===== config.mk =====
export PLATFORM = sky130hd
export DESIGN_NAME = if1_fetch_ctrl
export DESIGN_NICKNAME = d
export VERILOG_FILES = /design/src/rtl/if1_fetch_ctrl.sv
export SDC_FILE = /design/constraint.sdc
export NUM_CORES = 1
export LEC_CHECK = 0
export ABC_CLOCK_PERIOD_IN_PS = 15950
export CAP_MARGIN = 20
export CORE_UTILIZATION = 57
export DETAILED_ROUTE_END_ITERATION = 10
export GPL_TIMING_DRIVEN = 1
export HOLD_SLACK_MARGIN = 0.05
export PLACE_DENSITY = 0.95
export SLEW_MARGIN = 0
export SYNTH_ARGS = -nofsm -noshare
export SYNTH_HDL_FRONTEND = slang
export SYNTH_SLANG_ARGS = --single-unit

===== constraint.sdc =====
create_clock -name clk -period 15.95 [get_ports clk]
set_input_delay 2.3925 -clock clk [delete_from_list [all_inputs] [get_ports clk]]
set_output_delay 2.3925 -clock clk [all_outputs]
set_load 0.02 [all_outputs]

===== src/rtl/if1_fetch_ctrl.sv =====
// if1_fetch_ctrl: IF1 fetch PC, single-outstanding ICache requests, 2-entry instruction buffer.
// Define IF1_PRE_BRANCH_EN to redirect fpc on returned B/BL instructions.
module if1_fetch_ctrl #(
    parameter int WORD = 32,
    parameter logic [WORD-1:0] PC_RST = 32'h1c000000
) (
    input  logic            clk,
    input  logic            rst,
    input  logic            stall,
    input  logic            redirect_valid,
    input  logic [WORD-1:0] redirect_pc,
    output logic            icache_req,
    output logic [WORD-1:0] icache_addr,
    input  logic            icache_ready,
    input  logic            icache_resp_valid,
    input  logic [WORD-1:0] icache_resp_inst,
    output logic            out_valid,
    output logic [WORD-1:0] out_pc,
    output logic [WORD-1:0] out_inst
);
    typedef enum logic [1:0] {REQ, WAIT, DROP} state_t;
    state_t state, state_nxt;
    logic [WORD-1:0] fpc, fpc_nxt, req_pc, target;
    logic [WORD-1:0] pc0, pc1, inst0, inst1, pc0_nxt, pc1_nxt, inst0_nxt, inst1_nxt;
    logic v0, v1, v0_nxt, v1_nxt, keep0, hs, push, pop, busy;
    assign busy        = state != REQ;
    assign icache_req  = ~rst & ~busy & ~(v0 & v1);
    assign icache_addr = fpc;
    assign hs          = icache_req & icache_ready;
    assign push        = icache_resp_valid & (state == WAIT) & ~redirect_valid;
    assign pop         = v0 & ~stall & ~redirect_valid;
    assign out_valid   = v0;
    assign out_pc      = v0 ? pc0 : '0;
    assign out_inst    = v0 ? inst0 : '0;
`ifdef IF1_PRE_BRANCH_EN
    logic is_b;
    assign is_b   = icache_resp_inst[31:27] == 5'b01010;
    assign target = req_pc + (is_b ? {{(WORD-28){icache_resp_inst[9]}}, icache_resp_inst[9:0],
                                      icache_resp_inst[25:10], 2'b00} : WORD'(4));
`else
    assign target = req_pc + WORD'(4);
`endif
    always_comb begin
        state_nxt = state;
        fpc_nxt   = redirect_valid ? redirect_pc : push ? target : fpc;
        if (redirect_valid)
            state_nxt = busy ? (icache_resp_valid ? REQ : DROP) : (hs ? DROP : REQ);
        else if (!busy)
            state_nxt = hs ? WAIT : REQ;
        else if (icache_resp_valid)
            state_nxt = REQ;
    end
    // Entries surviving a pop shift toward the head; a push fills the first free slot.
    always_comb begin
        keep0     = pop ? v1 : v0;
        v0_nxt    = ~redirect_valid & (keep0 | push);
        v1_nxt    = ~redirect_valid & ((v1 & ~pop) | (push & keep0));
        pc0_nxt   = keep0 ? (pop ? pc1 : pc0) : req_pc;
        inst0_nxt = keep0 ? (pop ? inst1 : inst0) : icache_resp_inst;
        pc1_nxt   = (push & keep0) ? req_pc : pc1;
        inst1_nxt = (push & keep0) ? icache_resp_inst : inst1;
    end
    always_ff @(posedge clk or posedge rst) begin
        if (rst) begin
            state  <= REQ;
            fpc    <= PC_RST;
            req_pc <= PC_RST;
            v0     <= 1'b0;
            v1     <= 1'b0;
            pc0    <= '0;
            pc1    <= '0;
            inst0  <= '0;
            inst1  <= '0;
        end else begin
            state  <= state_nxt;
            fpc    <= fpc_nxt;
            req_pc <= hs ? fpc : req_pc;
            v0     <= v0_nxt;
            v1     <= v1_nxt;
            pc0    <= pc0_nxt;
            pc1    <= pc1_nxt;
            inst0  <= inst0_nxt;
            inst1  <= inst1_nxt;
        end
    end
endmodule

==> results of run 1 <==
power groups by stage:
stage	logic, uW	clock network (uW)	registers, uW
after floorplan	118	0	621
after global placement	176	0	634
after detailed placement	183	0	639
after CTS	187	459	631
after global routing	206	479	641
final	187	453	632
worst max-delay path: stages:
cell                              delay [ns]
sky130_fd_sc_hd__clkdlybuf4s50_1        0.52
sky130_fd_sc_hd__a2111oi_2              0.30
sky130_fd_sc_hd__clkdlybuf4s50_1        0.68
stage by stage:
stage / instance area, um^2 / hold WS [ns] / std cells
floorplan: 9135 / 0.4574 / 813
global placement: 10900 / 0.4660 / 1142
detailed placement: 10900 / 0.4739 / 1142
CTS: 11520 / 0.4891 / 1173
global route: 11570 / 0.4999 / 1175
finish: 11570 / 0.4845 / 1176
metal layers:
metal  track usage, %  vias to the layer above
met5                0                        -
li1                 -                     3084
met4            9.343                        0
met2            46.07                      245
met1            34.42                     3298
met3            6.902                       28
state kept, by name, summed over array words and instances (netlist names):
name and cells:
icache_addr 32, inst0 32, inst1 32, pc0 32, pc1 32, req_pc 32, state 2, out_valid 1
v1 1
worst min-delay path by stage:
stage                          startpoint               endpoint  slack (ns)  cells past startpoint
floorplan            inst1[0]$_DFFE_PP0P_   inst1[0]$_DFFE_PP0P_        0.46                      1
global placement      pc1[10]$_DFFE_PP0P_    pc1[10]$_DFFE_PP0P_        0.47                      1
detailed placement  inst1[15]$_DFFE_PP0P_  inst1[15]$_DFFE_PP0P_        0.47                      1
CTS                 inst1[15]$_DFFE_PP0P_  inst1[15]$_DFFE_PP0P_        0.49                      1
global route        inst1[13]$_DFFE_PP0P_  inst1[13]$_DFFE_PP0P_        0.50                      1
finish              inst1[18]$_DFFE_PP0P_  inst1[18]$_DFFE_PP0P_        0.48                      1
logic make-up after synthesis:
family / Yosys count
adders and majority gates: 1
and+or+nand+nor: 240
AOI/OAI and AO/OA: 118
DFF: 196
buffers and inverters: 63
muxes: 170
xor gates and xnor gates: 25
cell usage in the layout (no fill, tap or decap), drive strengths merged, types with 2 or more instances in the layout:
master,instances
mux2i,74
buf,12
nand3,8
nor3b,4
inv,5
xnor2,16
nand4,7
a21o,2
and2,66
o21ai,22
dfrtp,190
bufinv,4
a21oi,77
nor4,2
and3,4
dfstp,6
clkdlybuf4s50,166
clkbuf,22
and4,7
xor2,9
clkinv,4
nand2,52
nor2,79
mux2,96
nor3,7
o221ai,11
or2,2
final cells by class:
cell class	instances	area, um^2	area share (%)
Antenna cell	1	2.502	0.02163
Sequential cell	196	4913	42.46
Clock buffer	22	474.2	4.098
Tap cell	211	264.0	2.282
Multi-Input combinational cell	554	3958	34.20
Clock inverter	9	151.4	1.308
Inverter	5	26.28	0.2271
Timing Repair Buffer	178	1782	15.40
==> implementation parameters, run 1 <==
Parameter                              Value

Drt
  DR DRC count ... 0
  Top layer in use ... met4
  Routed length on met3 ... 1418 um
  Antenna Violating Nets Remaining ... 0
  Routed via count divided by cell count ... around 5.7
  Detailed-route via count ... around 6,700
  Drt total wl ... 21,370 um
  Initial detailed-routing violation count ... 364
  Final routed wire length divided by cell count ... around 18 um
  Met1 WL ... 9075 um
  Met2 Wirelength ... between 10,000 and 15,000 um
  Number of iterations in the first detailed-routing pass ... 5

Power
  Net load switching power ... 336.2 uW
  Power Total ... between 1000 and 1500 uW
  Proportion of power drawn by flip-flops and latches ... 49.7%
  Power Density ... 109.9 mW/mm^2
  Clock power share ... 35.6%
  Leakage power ... about 0.0056 uW
  Net Sw Frac ... 26.43%
  Internal power summed over all cells ... 935.7 uW
  Combinational Power Share ... 14.7%
  Highest ir drop seen on vdd ... 0.00008352 V

Floorplanning
  Die span in y ... roughly 130 um
  Total number of placement rows ... 45
  Top-Level Pins ... about 170
  Effective utilization at floorplan ... 59.21%
  Die X-Extent ... 128.6 um
  Die area ... 0.01654 mm^2
  Placeable Area ... between 0.015 and 0.02 mm^2

Synthesis
  Most frequent cells after synthesis ... sky130_fd_sc_hd__dfrtp_1 (190), sky130_fd_sc_hd__nor2_1 (78), sky130_fd_sc_hd__a21oi_1 (77)
  Combinational family with the most area after synthesis ... multiplexers
  Synth top area cells ... sky130_fd_sc_hd__dfrtp_1 (52%), sky130_fd_sc_hd__mux2i_1 (8.1%), sky130_fd_sc_hd__mux2_1 (7.4%), sky130_fd_sc_hd__and2_1 (4.5%), sky130_fd_sc_hd__mux2_2 (4.4%)
  Number of distinct library cells after synthesis ... 42
  Number of warning messages in the yosys log ... 0
  Area share of fa/ha/maj cells after synthesis ... less than 1%
  Synthesized-area fraction occupied by xor and xnor cells ... 2.397%
  Post-Syn Area per Cell ... about 11 um^2
  Netlist area before placement ... 0.009135 mm^2
  Ys async rst share ... 100.0%
  Biggest area consumer among synthesized cells ... sky130_fd_sc_hd__dfrtp_1
  #FFs+latches synth ... ~200
  Area share of the largest cell type after synthesis ... 52.05%
  Portion of the post-synthesis area used by sequential elements ... 53.77%
  Predominant post-synthesis flop cell ... sky130_fd_sc_hd__dfrtp_1
  Number of flops mapped to enable cells by yosys ... 0
  Top-count cell post-synth ... sky130_fd_sc_hd__dfrtp_1
  Mux cell area share after synthesis ... 19.94%
  Gate count of the mapped netlist ... 813
  Post-synthesis net count ... 884
  Compound-Gate Fraction of Synth Area ... under 10%
  Simple-gate area share of the yosys netlist ... 13.38%

Timing
  Slew HR ... 33.23%
  Final hold violation count ... 0
  Total Neg Setup Slack ... 0 ns
  Worst Tran Pin Value ... between 0.9 and 1 ns
  Final setup violation count ... 0
  Clock Skews ... just over 0.006 ns
  Period Utilization, post-route ... roughly 39%
  Maximum achievable frequency ... 0.1593 GHz
  RSZ-0062 raised after global routing ... false
  Final worst path period need ... 6.278 ns
  Worst Slack Setup Final ... around 9.7 ns
  Final Slew Violations ... 0

Setup path
  Beginning of the critical path ... rst
  Worst reg-to-reg setup slack ... roughly 13 ns
  Startpoint Class ... input pin
  Endpoint of the worst-slack reg-to-reg timing path ... pc1[30]$_DFFE_PP0P_
  Setup crit end ... icache_req
  Logic depth of the worst register-to-register path ... 6
  CP Data Required Time ... ~14 ns
  Largest fanout on the critical path ... 2
  Critical Path AT ... 3.89 ns
  Startpoint of the worst-slack reg-to-reg timing path ... state[1]$_DFFE_PP0P_
  Crit Path Category ... input pin to output pin
  Endpoint kind of the worst setup timing path ... output pin

Job
  Max-capacitance violation count ... 0

Clocking
  Worst-Skew Late Latency ... ~0.43 ns
  Root buf cell ... sky130_fd_sc_hd__clkbuf_16
  CTS buffer count ... 17
  Clock Path Buffers ... 2
  Sink count of the clock tree ... 196
  Cts repair resizes ... 0
  Number of post-CTS setup repair buffers ... 0
  H-tree depth ... 4
  Clock transition at the registers of the reported paths ... about 0.060 ns
  CTS tree ... done
  # hold bufs at CTS ... 0

Global routing
  First-pass GRT wire length ... 34,640 um
  Maximum number of pins on one net before global-route repair ... between 100 and 150
  Total overflow reported by the global router ... 0
  Number of global-route vias before repair ... about 7,000
  Number of antenna violations at the first check in global routing ... 1
  Global-route usage over all layers ... 27.31%

Hold path
  Path category of the worst min-delay check ... flip-flop to flip-flop

Layout
  FILL cells ... roughly 1,000
  Core occupancy in the finished layout ... roughly three quarters
  Final #Nets ... 1,023
  Area growth, synth to finish ... 26.67%
  Layout cell share with drive strength beyond 1 ... 9.751%

Place
  Detailed placement HPWL ... around 14,000 um
  Worst setup timing slack at the placement stage ... 9.655 ns
  Number of port buffers ... approximately 170
  Final GP Congestion ... 0.8307

Outcome
  Run status ... finished clean
(Power assumes the default switching activity.)
==> run 2: changes to the inputs <==
--- a/config.mk
+++ b/config.mk
@@ -5,13 +5,13 @@
 export SDC_FILE = /design/constraint.sdc
 export NUM_CORES = 1
 export LEC_CHECK = 0
-export ABC_CLOCK_PERIOD_IN_PS = 15950
+export ABC_CLOCK_PERIOD_IN_PS = 5650
 export CAP_MARGIN = 20
-export CORE_UTILIZATION = 57
+export CORE_UTILIZATION = 48
 export DETAILED_ROUTE_END_ITERATION = 10
 export GPL_TIMING_DRIVEN = 1
 export HOLD_SLACK_MARGIN = 0.05
-export PLACE_DENSITY = 0.95
+export PLACE_DENSITY = 0.88
 export SLEW_MARGIN = 0
 export SYNTH_ARGS = -nofsm -noshare
 export SYNTH_HDL_FRONTEND = slang
==> constraint.sdc (replaced) <==
create_clock -name clk -period 5.65 [get_ports clk]
set_input_delay 0.8475 -clock clk [delete_from_list [all_inputs] [get_ports clk]]
set_output_delay 0.8475 -clock clk [all_outputs]
set_load 0.02 [all_outputs]
==> run 2 against run 1 <==
Clock power grew to 2.6 times the previous value. Setup slack lost 7.3 ns. Non-clock buffer count stayed put. Core utilization shrank 13 points. Register-to-register slack got worse by 9.8 ns. Largest cell class unchanged.
==> implementation parameters, run 2 (synthesis gave the netlist of run 1 again) <==
Parameter                              Value

Outcome
  Run status ... finished clean

Power
  Net load switching power ... 960.3 uW
  Power Density ... 299.8 mW/mm^2
  Net Sw Frac ... between 20% and 30%
  Highest ir drop seen on vdd ... 0.0002273 V
  Combinational Power Share ... 15.1%
  Proportion of power drawn by flip-flops and latches ... 51.3%
  Internal power summed over all cells ... roughly 2500 uW
  Clock power share ... 33.5%
  Leakage power ... 0.005582 uW

Timing
  Final worst path period need ... 3.286 ns
  Final setup violation count ... 0
  Period Utilization, post-route ... 58.17%
  Slew HR ... 32.64%
  RSZ-0062 raised after global routing ... false
  Maximum achievable frequency ... 0.3043 GHz
  Worst Tran Pin Value ... roughly 1 ns
  Final Slew Violations ... 0
  Total Neg Setup Slack ... 0 ns
  Clock Skews ... 0.008975 ns
  Final hold violation count ... 0

Clocking
  H-tree depth ... 4
  CTS buffer count ... 17
  Worst-Skew Late Latency ... 0.43 ns
  Clock transition at the registers of the reported paths ... 0.07 ns
  Cts repair resizes ... 0
  Clock Path Buffers ... 2
  Root buf cell ... sky130_fd_sc_hd__clkbuf_16
  # hold bufs at CTS ... 0
  Sink count of the clock tree ... 196
  CTS tree ... done
  Number of post-CTS setup repair buffers ... 0

Global routing
  Number of global-route vias before repair ... 6,453
  Maximum number of pins on one net before global-route repair ... 197
  Number of antenna violations at the first check in global routing ... 0
  Total overflow reported by the global router ... 0
  First-pass GRT wire length ... 33,950 um
  Global-route usage over all layers ... 22.08%

Setup path
  Worst path bufs/invs ... 2
  Startpoint Class ... input pin
  Endpoint of the worst-slack reg-to-reg timing path ... inst1[24]$_DFFE_PP0P_
  Slowest-stage cell, CP ... sky130_fd_sc_hd__nor2_4
  Cells traversed along the worst timing path ... clkdlybuf4s50_1 -> nand3b_4 -> or2_0 -> nor2_4 -> buf_4 -> mux2_1
  Critical Path AT ... 3.59 ns
  Logic depth of the worst register-to-register path ... 5
  Largest fanout on the critical path ... 28
  Max stage delay on crit path ... 0.59 ns
  Startpoint of the worst-slack reg-to-reg timing path ... state[1]$_DFFE_PP0P_
  Kind of cell adding the most delay to the critical path ... simple AND/OR/NAND/NOR gates
  Worst reg-to-reg setup slack ... 2.85 ns
  CP Data Required Time ... 5.96 ns
  Endpoint kind of the worst setup timing path ... flip-flop
  Beginning of the critical path ... icache_resp_valid
  Crit Path Category ... input pin to flip-flop

Drt
  Drt total wl ... 20,670 um
  Detailed-route via count ... 6,491
  Initial detailed-routing violation count ... 347
  DR DRC count ... 0
  Final routed wire length divided by cell count ... about 17 um
  Number of iterations in the first detailed-routing pass ... 5
  Antenna Violating Nets Remaining ... 0
  Routed via count divided by cell count ... 5.414

Floorplanning
  Top-Level Pins ... about 170
  Die span in y ... roughly 140 um
  Die X-Extent ... around 140 um
  Total number of placement rows ... 50
  Die area ... between 0.015 and 0.02 mm^2
  Placeable Area ... 0.01871 mm^2
  Effective utilization at floorplan ... 48.84%

Hold path
  Hold worst-path end ... inst1[31]$_DFFE_PP0P_
  Number of cells on the worst hold path ... 1
  Path category of the worst min-delay check ... flip-flop to flip-flop
  Hold wc startpoint ... inst1[31]$_DFFE_PP0P_

Layout
  Most frequent cells in the layout ... sky130_fd_sc_hd__dfrtp_1 (189), sky130_fd_sc_hd__clkdlybuf4s50_1 (166), sky130_fd_sc_hd__nor2_1 (78)
  Final #Nets ... 1,023
  Antenna diode count ... 0
  Final std cells w/o fill ... 1,199
  Layout cell share with drive strength beyond 1 ... 9.845%
  Area growth, synth to finish ... 26.38%
  Commonest non-fill, non-tap cell in the layout ... sky130_fd_sc_hd__dfrtp_1

Place
  Final GP Congestion ... 0.8231
  Detailed placement HPWL ... around 14,000 um
  Placed Instances ... 1,166
  Number of port buffers ... 167

Job
  Max-capacitance violation count ... 0
## run 2: per-stage QoR
stage                     setup slack (ns)  hold WS (ns)  total power (uW)  instance area [um^2]  util [%]
after floorplan                      2.275        0.4574              2086                  9139         -
after global placement               1.965        0.4660              2295                 10930     58.45
after detailed placement             1.896        0.4739              2322                 10960     58.60
after CTS                            2.290        0.4888              3485                 11520     61.61
after global routing                 2.208        0.4991              3617                 11540     61.72
final                                2.364        0.4843              3461                 11540     61.72
## run 2: worst max-delay path by stage
stage               slack [ns]  cells after the start                         end
finish                    2.36                      6       inst1[24]$_DFFE_PP0P_
global route              2.21                      6       inst1[29]$_DFFE_PP0P_
CTS                       2.29                      2                  icache_req
detailed placement        1.90                      6       inst1[24]$_DFFE_PP0P_
global placement          1.97                      6       inst1[29]$_DFFE_PP0P_
floorplan                 2.28                      1  icache_addr[0]$_DFFE_PP0P_
## run 2: routing by layer
layer	share of wire [%]	GRT usage, %	vias to the layer above
li1	-	-	3103
met1	46	30.21	3168
met2	48	36.11	197
met3	5.0	3.624	23
met4	1.3	6.940	0
met5	0	0	-
## run 2: power by group through the flow
stage	clock, uW	sequential, uW	combinational, uW
2_1_floorplan	0	1750	333
3_3_place_gp	0	1790	506
3_5_place_dp	0	1800	522
4_1_cts	1180	1780	527
5_1_grt	1230	1810	578
6_report	1160	1780	524
## run 2: cell type report
| cell class | count | area, um^2 |
|---|---|---|
| clock inverter | 11 | 103.9 |
| fill | 1463 | 7161 |
| timing repair buffer | 178 | 1794 |
| inverter | 5 | 22.52 |
| sequential | 196 | 4913 |
| multi-input combinational | 554 | 3958 |
| tap | 234 | 292.8 |
| clock buffer | 21 | 460.4 |
